File: src/rtl/peri_timer_pkg.sv
//==============================================================================
// Module  : peri_timer_pkg
// Brief   : Shared register offsets, bit indices, reset values and types for
//           the memory-mapped 8-bit peripheral timer.
// Revision: 1.0 - initial release
//==============================================================================
`default_nettype none

package peri_timer_pkg;

    localparam int unsigned DATA_W = 8;
    localparam int unsigned ADDR_W = 8;

    // Register offsets within the 8-address window
    localparam logic [2:0] OFF_CTRL   = 3'd0;
    localparam logic [2:0] OFF_STAT   = 3'd1;
    localparam logic [2:0] OFF_COUNT  = 3'd2;
    localparam logic [2:0] OFF_PERIOD = 3'd3;
    localparam logic [2:0] OFF_PRESC  = 3'd4;

    // STAT bit indices
    localparam int unsigned STAT_OVF = 0;
    localparam int unsigned STAT_RUN = 1;

    // Reset values
    localparam logic [DATA_W-1:0] COUNT_RST  = 8'h00;
    localparam logic [DATA_W-1:0] PERIOD_RST = 8'hFF;
    localparam logic [DATA_W-1:0] PRESC_RST  = 8'h00;

    // CTRL register: only the low three bits are implemented
    typedef struct packed {
        logic oneshot;
        logic irq_en;
        logic en;
    } ctrl_t;

    localparam ctrl_t CTRL_RST = '{oneshot: 1'b0, irq_en: 1'b0, en: 1'b0};

endpackage

`default_nettype wire

File: src/rtl/peri_timer_if.sv
//==============================================================================
// Module  : peri_timer_if
// Brief   : CPU peripheral bus (addr/data/wr_en/rd_en) bundle with a master
//           (CPU) and slave (responder) view.
// Revision: 1.0 - initial release
//==============================================================================
`default_nettype none

interface peri_timer_if;
    import peri_timer_pkg::*;

    logic [ADDR_W-1:0] addr;
    logic [DATA_W-1:0] data_in;
    logic [DATA_W-1:0] data_out;
    logic              wr_en;
    logic              rd_en;

    modport master (
        output addr,
        output data_in,
        output wr_en,
        output rd_en,
        input  data_out
    );

    modport slave (
        input  addr,
        input  data_in,
        input  wr_en,
        input  rd_en,
        output data_out
    );

endinterface

`default_nettype wire

File: src/rtl/peri_timer_prescaler.sv
//==============================================================================
// Module  : peri_timer_prescaler
// Brief   : Clock prescaler. Counts 0..presc while enabled and pulses tick on
//           the terminal value; held at zero when disabled or cleared.
// Revision: 1.0 - initial release
//==============================================================================
`default_nettype none

module peri_timer_prescaler
    import peri_timer_pkg::*;
(
    input  wire logic              clk_ip,
    input  wire logic              reset_n_ip,
    input  wire logic              en,
    input  wire logic              clr,
    input  wire logic [DATA_W-1:0] presc,
    output logic                   tick
);

    logic [DATA_W-1:0] pcnt_q;
    logic [DATA_W-1:0] pcnt_d;

    // Tick fires on the cycle the phase counter sits on the prescale value
    assign tick = en & (pcnt_q == presc);

    // Next phase: clear on disable/software clear, wrap after tick, else advance
    always_comb begin
        pcnt_d = pcnt_q;
        if (!en || clr) begin
            pcnt_d = '0;
        end else if (tick) begin
            pcnt_d = '0;
        end else begin
            pcnt_d = pcnt_q + 8'd1;
        end
    end

    // Phase counter register
    always_ff @(posedge clk_ip or negedge reset_n_ip) begin
        if (!reset_n_ip) begin
            pcnt_q <= '0;
        end else begin
            pcnt_q <= pcnt_d;
        end
    end

endmodule

`default_nettype wire

File: src/rtl/peri_timer.sv
//==============================================================================
// Module  : peri_timer
// Brief   : Memory-mapped 8-bit timer on the CPU peripheral bus. Register
//           file, counter/period match, overflow flag and level interrupt.
// Revision: 1.0 - initial release
//==============================================================================
`default_nettype none

module peri_timer
    import peri_timer_pkg::*;
#(
    parameter logic [ADDR_W-1:0] BASE_ADDR = 8'h10
) (
    input  wire logic    clk_ip,
    input  wire logic    reset_n_ip,
    peri_timer_if.slave  bus,
    output logic         irq_op
);

    logic              sel;
    logic [2:0]        off;
    logic              wr_sel;
    logic              wr_ctrl;
    logic              wr_stat;
    logic              wr_count;
    logic              wr_period;
    logic              wr_presc;
    logic              tick;
    logic              match;
    logic [DATA_W-1:0] rdata;

    ctrl_t             ctrl_q,   ctrl_d;
    logic              ovf_q,    ovf_d;
    logic [DATA_W-1:0] count_q,  count_d;
    logic [DATA_W-1:0] period_q, period_d;
    logic [DATA_W-1:0] presc_q,  presc_d;
    logic              irq_q,    irq_d;

    assign sel       = (bus.addr[7:3] == BASE_ADDR[7:3]);
    assign off       = bus.addr[2:0];
    assign wr_sel    = bus.wr_en & sel;
    assign wr_ctrl   = wr_sel & (off == OFF_CTRL);
    assign wr_stat   = wr_sel & (off == OFF_STAT);
    assign wr_count  = wr_sel & (off == OFF_COUNT);
    assign wr_period = wr_sel & (off == OFF_PERIOD);
    assign wr_presc  = wr_sel & (off == OFF_PRESC);

    // A software COUNT write on a tick suppresses both the match and increment
    assign match = tick & ~wr_count & (count_q == period_q);

    peri_timer_prescaler u_prescaler (
        .clk_ip     (clk_ip),
        .reset_n_ip (reset_n_ip),
        .en         (ctrl_q.en),
        .clr        (wr_ctrl | wr_presc),
        .presc      (presc_q),
        .tick       (tick)
    );

    // Register file next-state: software writes, counter step, OVF set/clear
    always_comb begin
        ctrl_d   = ctrl_q;
        ovf_d    = ovf_q;
        count_d  = count_q;
        period_d = period_q;
        presc_d  = presc_q;
        irq_d    = ovf_q & ctrl_q.irq_en;

        if (wr_count) begin
            count_d = bus.data_in;
        end else if (tick) begin
            count_d = match ? '0 : count_q + 8'd1;
        end

        // Hardware set beats a same-cycle W1C
        if (match) begin
            ovf_d = 1'b1;
        end else if (wr_stat && bus.data_in[STAT_OVF]) begin
            ovf_d = 1'b0;
        end

        // Written EN beats one-shot auto-disable
        if (wr_ctrl) begin
            ctrl_d = ctrl_t'(bus.data_in[2:0]);
        end else if (match && ctrl_q.oneshot) begin
            ctrl_d.en = 1'b0;
        end

        if (wr_period) begin
            period_d = bus.data_in;
        end
        if (wr_presc) begin
            presc_d = bus.data_in;
        end
    end

    // State registers, cleared asynchronously
    always_ff @(posedge clk_ip or negedge reset_n_ip) begin
        if (!reset_n_ip) begin
            ctrl_q   <= CTRL_RST;
            ovf_q    <= 1'b0;
            count_q  <= COUNT_RST;
            period_q <= PERIOD_RST;
            presc_q  <= PRESC_RST;
            irq_q    <= 1'b0;
        end else begin
            ctrl_q   <= ctrl_d;
            ovf_q    <= ovf_d;
            count_q  <= count_d;
            period_q <= period_d;
            presc_q  <= presc_d;
            irq_q    <= irq_d;
        end
    end

    // Zero-latency read mux; unimplemented offsets and bits read as zero
    always_comb begin
        rdata = '0;
        case (off)
            OFF_CTRL:   rdata = {5'd0, ctrl_q};
            OFF_STAT:   rdata = {6'd0, ctrl_q.en, ovf_q};
            OFF_COUNT:  rdata = count_q;
            OFF_PERIOD: rdata = period_q;
            OFF_PRESC:  rdata = presc_q;
            default:    rdata = '0;
        endcase
    end

    assign bus.data_out = (bus.rd_en & sel) ? rdata : '0;
    assign irq_op       = irq_q;

endmodule

`default_nettype wire

File: src/flat_wrapper.sv
// flat-port wrapper written by rule: the top's interface ports become plain ports
module peri_timer_flat import peri_timer_pkg::*;
#(
    parameter logic [ADDR_W-1:0] BASE_ADDR = 8'h10
)
  (clk_ip, reset_n_ip, irq_op, bus_addr, bus_data_in, bus_wr_en, bus_rd_en, bus_data_out);
  peri_timer_if bus_i ();
  input  wire logic clk_ip;
  input  wire logic reset_n_ip;
  output logic irq_op;
  input wire logic [$bits(bus_i.addr)-1:0] bus_addr;
  input wire logic [$bits(bus_i.data_in)-1:0] bus_data_in;
  input wire logic [$bits(bus_i.wr_en)-1:0] bus_wr_en;
  input wire logic [$bits(bus_i.rd_en)-1:0] bus_rd_en;
  output wire logic [$bits(bus_i.data_out)-1:0] bus_data_out;
  assign bus_i.addr = bus_addr;
  assign bus_i.data_in = bus_data_in;
  assign bus_i.wr_en = bus_wr_en;
  assign bus_i.rd_en = bus_rd_en;
  assign bus_data_out = bus_i.data_out;
  peri_timer #(.BASE_ADDR(BASE_ADDR)) u_core (.clk_ip(clk_ip), .reset_n_ip(reset_n_ip), .bus(bus_i), .irq_op(irq_op));
endmodule
File: config.mk
export PLATFORM = sky130hd
export DESIGN_NAME = peri_timer_flat
export DESIGN_NICKNAME = d
export VERILOG_FILES = /design/src/rtl/peri_timer_pkg.sv /design/src/rtl/peri_timer_if.sv /design/src/rtl/peri_timer_prescaler.sv /design/src/rtl/peri_timer.sv /design/src/flat_wrapper.sv
export SDC_FILE = /design/constraint.sdc
export NUM_CORES = 1
export LEC_CHECK = 0
export ABC_AREA = 1
export CAP_MARGIN = 20
export CORE_MARGIN = 5
export CORE_UTILIZATION = 30
export DETAILED_ROUTE_END_ITERATION = 6
export HOLD_SLACK_MARGIN = 0.05
export PLACE_DENSITY = 0.54
export SETUP_SLACK_MARGIN = 0.5
export SYNTH_ARGS = -nofsm -noshare
export SYNTH_HDL_FRONTEND = slang
export SYNTH_HIERARCHICAL = 1
export SYNTH_SLANG_ARGS = --single-unit
File: constraint.sdc
create_clock -name clk_ip -period 2.2 [get_ports clk_ip]
set_input_delay 0.44 -clock clk_ip [delete_from_list [all_inputs] [get_ports clk_ip]]
set_output_delay 0.44 -clock clk_ip [all_outputs]
set_load 0.01 [all_outputs]
==> flow_summary_export.csv <==
group,metric,value,unit
worst_setup_path,start_kind,"input pin",
worst_setup_path,crit_arrival,1360,ps
worst_setup_path,end_kind,"primary output",
worst_setup_path,crit_path_top_delay_cell,"buf_6",
global_route,grt_start_max_net_pins,17,
drt,ant_nets,0,
floorplanning,dieHeight,99.0,um
global_route,grt_pass1_vias,2246,
clock_tree,clk_pin_slew,70,ps
cells_and_area,fin_util,0.432,
worst_setup_path,r2r-end,"u_core/count_q[4]$_DFFE_PN0P_",
clock_tree,root_buffer,"clkbuf_8",
timing,skew,11.7,ps
cells_and_area,nets,425,
worst_setup_path,crit_path_start,"bus_addr[2]",
floorplanning,die_w,99.0,um
worst_setup_path,worst_path_most_repeated_cell,"buf_6",
power_and_ir_drop,leakage,1.59,nW
worst_setup_path,critPathKind,"input pin to primary output",
cells_and_area,syn2layout_area_growth,40.7,%
timing,period_needed,1800,ps
run_status,outcome,"finished clean",
drt,routed_via_density,4.53,
min_path,hp-class,"input pin to asynchronous set/reset pin",
global_route,antenna_found_initial,0,
place,place_congestion,0.837,
floorplanning,initial_core_util,0.307,
logic_synthesis,syn_avg_cell_area,6.99,sq um
power_and_ir_drop,peakVddDrop,0.310,mV
timing,hold_viol_final,0,
timing,relSlewSlack,0.762,
worst_setup_path,endpoint,"bus_data_out[3]",
timing,setup_viol,0,
global_route,grt-ovfl-total,0,
floorplanning,rows,32,
clock_tree,clk_latency,290,ps
cells_and_area,mostFrequentLayoutCell,"nand2_1",
power_and_ir_drop,power_density,712,nW/um^2
clock_tree,clock_path_buffers,2,
floorplanning,die_area,9800,sq um
drt,first_iter_violations,70,
global_route,grt_usage,0.140,
drt,wirelength,6630,um
worst_setup_path,worstPathCellList,"buf_6, inv_4, buf_6, o2111ai_2, buf_6, a31oi_4, buf_2",
floorplanning,core,7730,sq um
logic_synthesis,syn_area,2380,sq um
place,port_buffers,28,
place,dp_slack,-547,ps
clock_tree,cts-buffers-inserted,5,
clock_tree,clock_sinks,37,
cells_and_area,layout-drive-gt1-share,0.322,
worst_setup_path,cp.buffers_inverters,5,
cells_and_area,diodes,0,
worst_setup_path,cp_max_fo,8,
worst_setup_path,cp.required,1760,ps
timing,worst_pin_slew,358,ps
drt,drc,0,
logic_synthesis,yosysUniqueCellTypes,32,
timing,final.setup.worst_slack,400,ps
floorplanning,io_pins,29,
job,max_cap_viol_count,0,
global_route,grt_pass1_wl,11000,um
timing,min_period_over_period,0.818,
power_and_ir_drop,p_total,0.00238,W
cells_and_area,fillers,782,
logic_synthesis,syn_nets,362,
worst_setup_path,reg2reg_slack,490,ps
logic_synthesis,yosys_warnings,6,
place,place_hpwl,4810,um
logic_synthesis,ys_ff_latch,37,
timing,rsz0062_at_grt,"true",
worst_setup_path,rr_startpoint,"u_core/presc_q[0]$_DFFE_PN0P_",
drt,vias,2291,
cells_and_area,final_cell_mix,"nand2_1, inv_1, dfrtp_1",
worst_setup_path,rr_worst_depth,11,
drt,drt_pass1_iterations,4,
worst_setup_path,slowest_delay,180,ps
clock_tree,h-tree-depth,2,
logic_synthesis,synthCells,340,
worst_setup_path,path_depth,7,
clock_tree,cts_tree,"done",
timing,report.final.slew_viol_count,0,
worst_setup_path,crit_family,"buffers and inverters",
drt,wl_per_cell,13.1,um
timing,clock.fmax,555,MHz
logic_synthesis,synth-seq-area-share,0.394,
per-stage QoR:
step	instances	TNS, ps	cell area, sq um	hold slack [ps]
2_1_floorplan	340	0	2380	144
3_3_place_gp	482	-4010	2890	378
3_5_place_dp	482	-4180	2890	384
4_1_cts	500	0	3170	70.4
5_1_grt	506	0	3340	71.5
6_report	506	0	3340	61.1
report_power, final:
group          switching (W)  internal, W
combinational       0.000595     0.000416
clock               0.000239     0.000256
sequential          0.000108     0.000766
total               0.000941      0.00144
worst min-delay path by stage:
stage	start	endpoint	slack, ps	cells past startpoint
final	reset_n_ip	u_core/u_prescaler/pcnt_q[3]$_DFF_PN0_	60	1
after global routing	reset_n_ip	u_core/u_prescaler/pcnt_q[3]$_DFF_PN0_	70	1
after CTS	reset_n_ip	u_core/u_prescaler/pcnt_q[3]$_DFF_PN0_	70	1
after detailed placement	reset_n_ip	u_core/irq_op$_DFF_PN0_	380	1
after global placement	reset_n_ip	u_core/irq_op$_DFF_PN0_	380	1
after floorplan	reset_n_ip	u_core/count_q[0]$_DFFE_PN0P_	140	0
repair_timing:
action / 4_1_cts / 5_1_grt
gates cloned: 1 / 0
setup endpoints to repair: 30 / 22
buffers inserted: 9 / 6
endpoints found under the hold margin: 0 / 0
pin swaps: 15 / 27
resized for setup: 111 / 36
hold buffers: 0 / 0
cell usage after synthesis, drive strengths merged:
cell type  count  area share
nand2        118        0.19
inv           59       0.094
nor2          34       0.071
dfrtp         29        0.31
nand3         24       0.055
o21ai         22       0.046
xor2          12       0.044
dfstp          8       0.088
a21oi          6       0.013
nor3           5       0.015
a31oi          4       0.011
buf            4       0.011
nand4          4       0.017
ha             2       0.011
o22ai          2      0.0053
xnor2          2      0.0074
and3           1      0.0026
clkinv         1      0.0016
o2111ai        1      0.0037
o2bb2ai        1      0.0037
or2            1      0.0026
routing by layer:
layer	vias up	wire length, um	global-route usage
met5	-	0	0
met1	1058	3070	0.183
li1	1183	-	-
met4	0	121	0.0504
met2	43	3160	0.234
met3	7	276	0.0234
flip-flops by register name, indices dropped and copies added, names as in the netlist:
register / count
u_core/u_prescaler/pcnt_q: 8
u_core/presc_q: 8
u_core/irq_op: 1
u_core/ctrl_q: 3
u_core/ovf_q: 1
u_core/period_q: 8
u_core/count_q: 8
worst register-to-register path, stage by stage (launching register included):
cell     delay, ps
dfrtp_1        410
inv_1           60
nand2_1         80
nand4_1        100
nor3_1         180
nand2_1        120
nor2_4         170
inv_2           60
nor2_4         180
buf_6          150
nand3_2         70
nand3_2         80
kinds of logic (layout without fill, tap and decap cells):
logic type | Yosys count | in the layout | share of synthesized area
adders and majority gates | 2 | 2 | 0.0105
AOI/OAI and AO/OA | 36 | 36 | 0.0821
buffers and inverters | 64 | 128 | 0.107
and+or+nand+nor | 187 | 187 | 0.355
xor gates and xnor gates | 14 | 14 | 0.0516
DFF | 37 | 37 | 0.394
cell type report:
cell class | instances | area (sq um) | area share
sequential | 37 | 937 | 0.280
inverter | 60 | 238 | 0.0711
clock buffer | 8 | 90.1 | 0.0270
timing repair buffer | 59 | 520 | 0.156
multi-input combinational | 239 | 1420 | 0.426
timing repair inverter | 1 | 5.00 | 0.00150
tap | 102 | 128 | 0.0382
No activity file was read; power rests on OpenSTA's default activity.
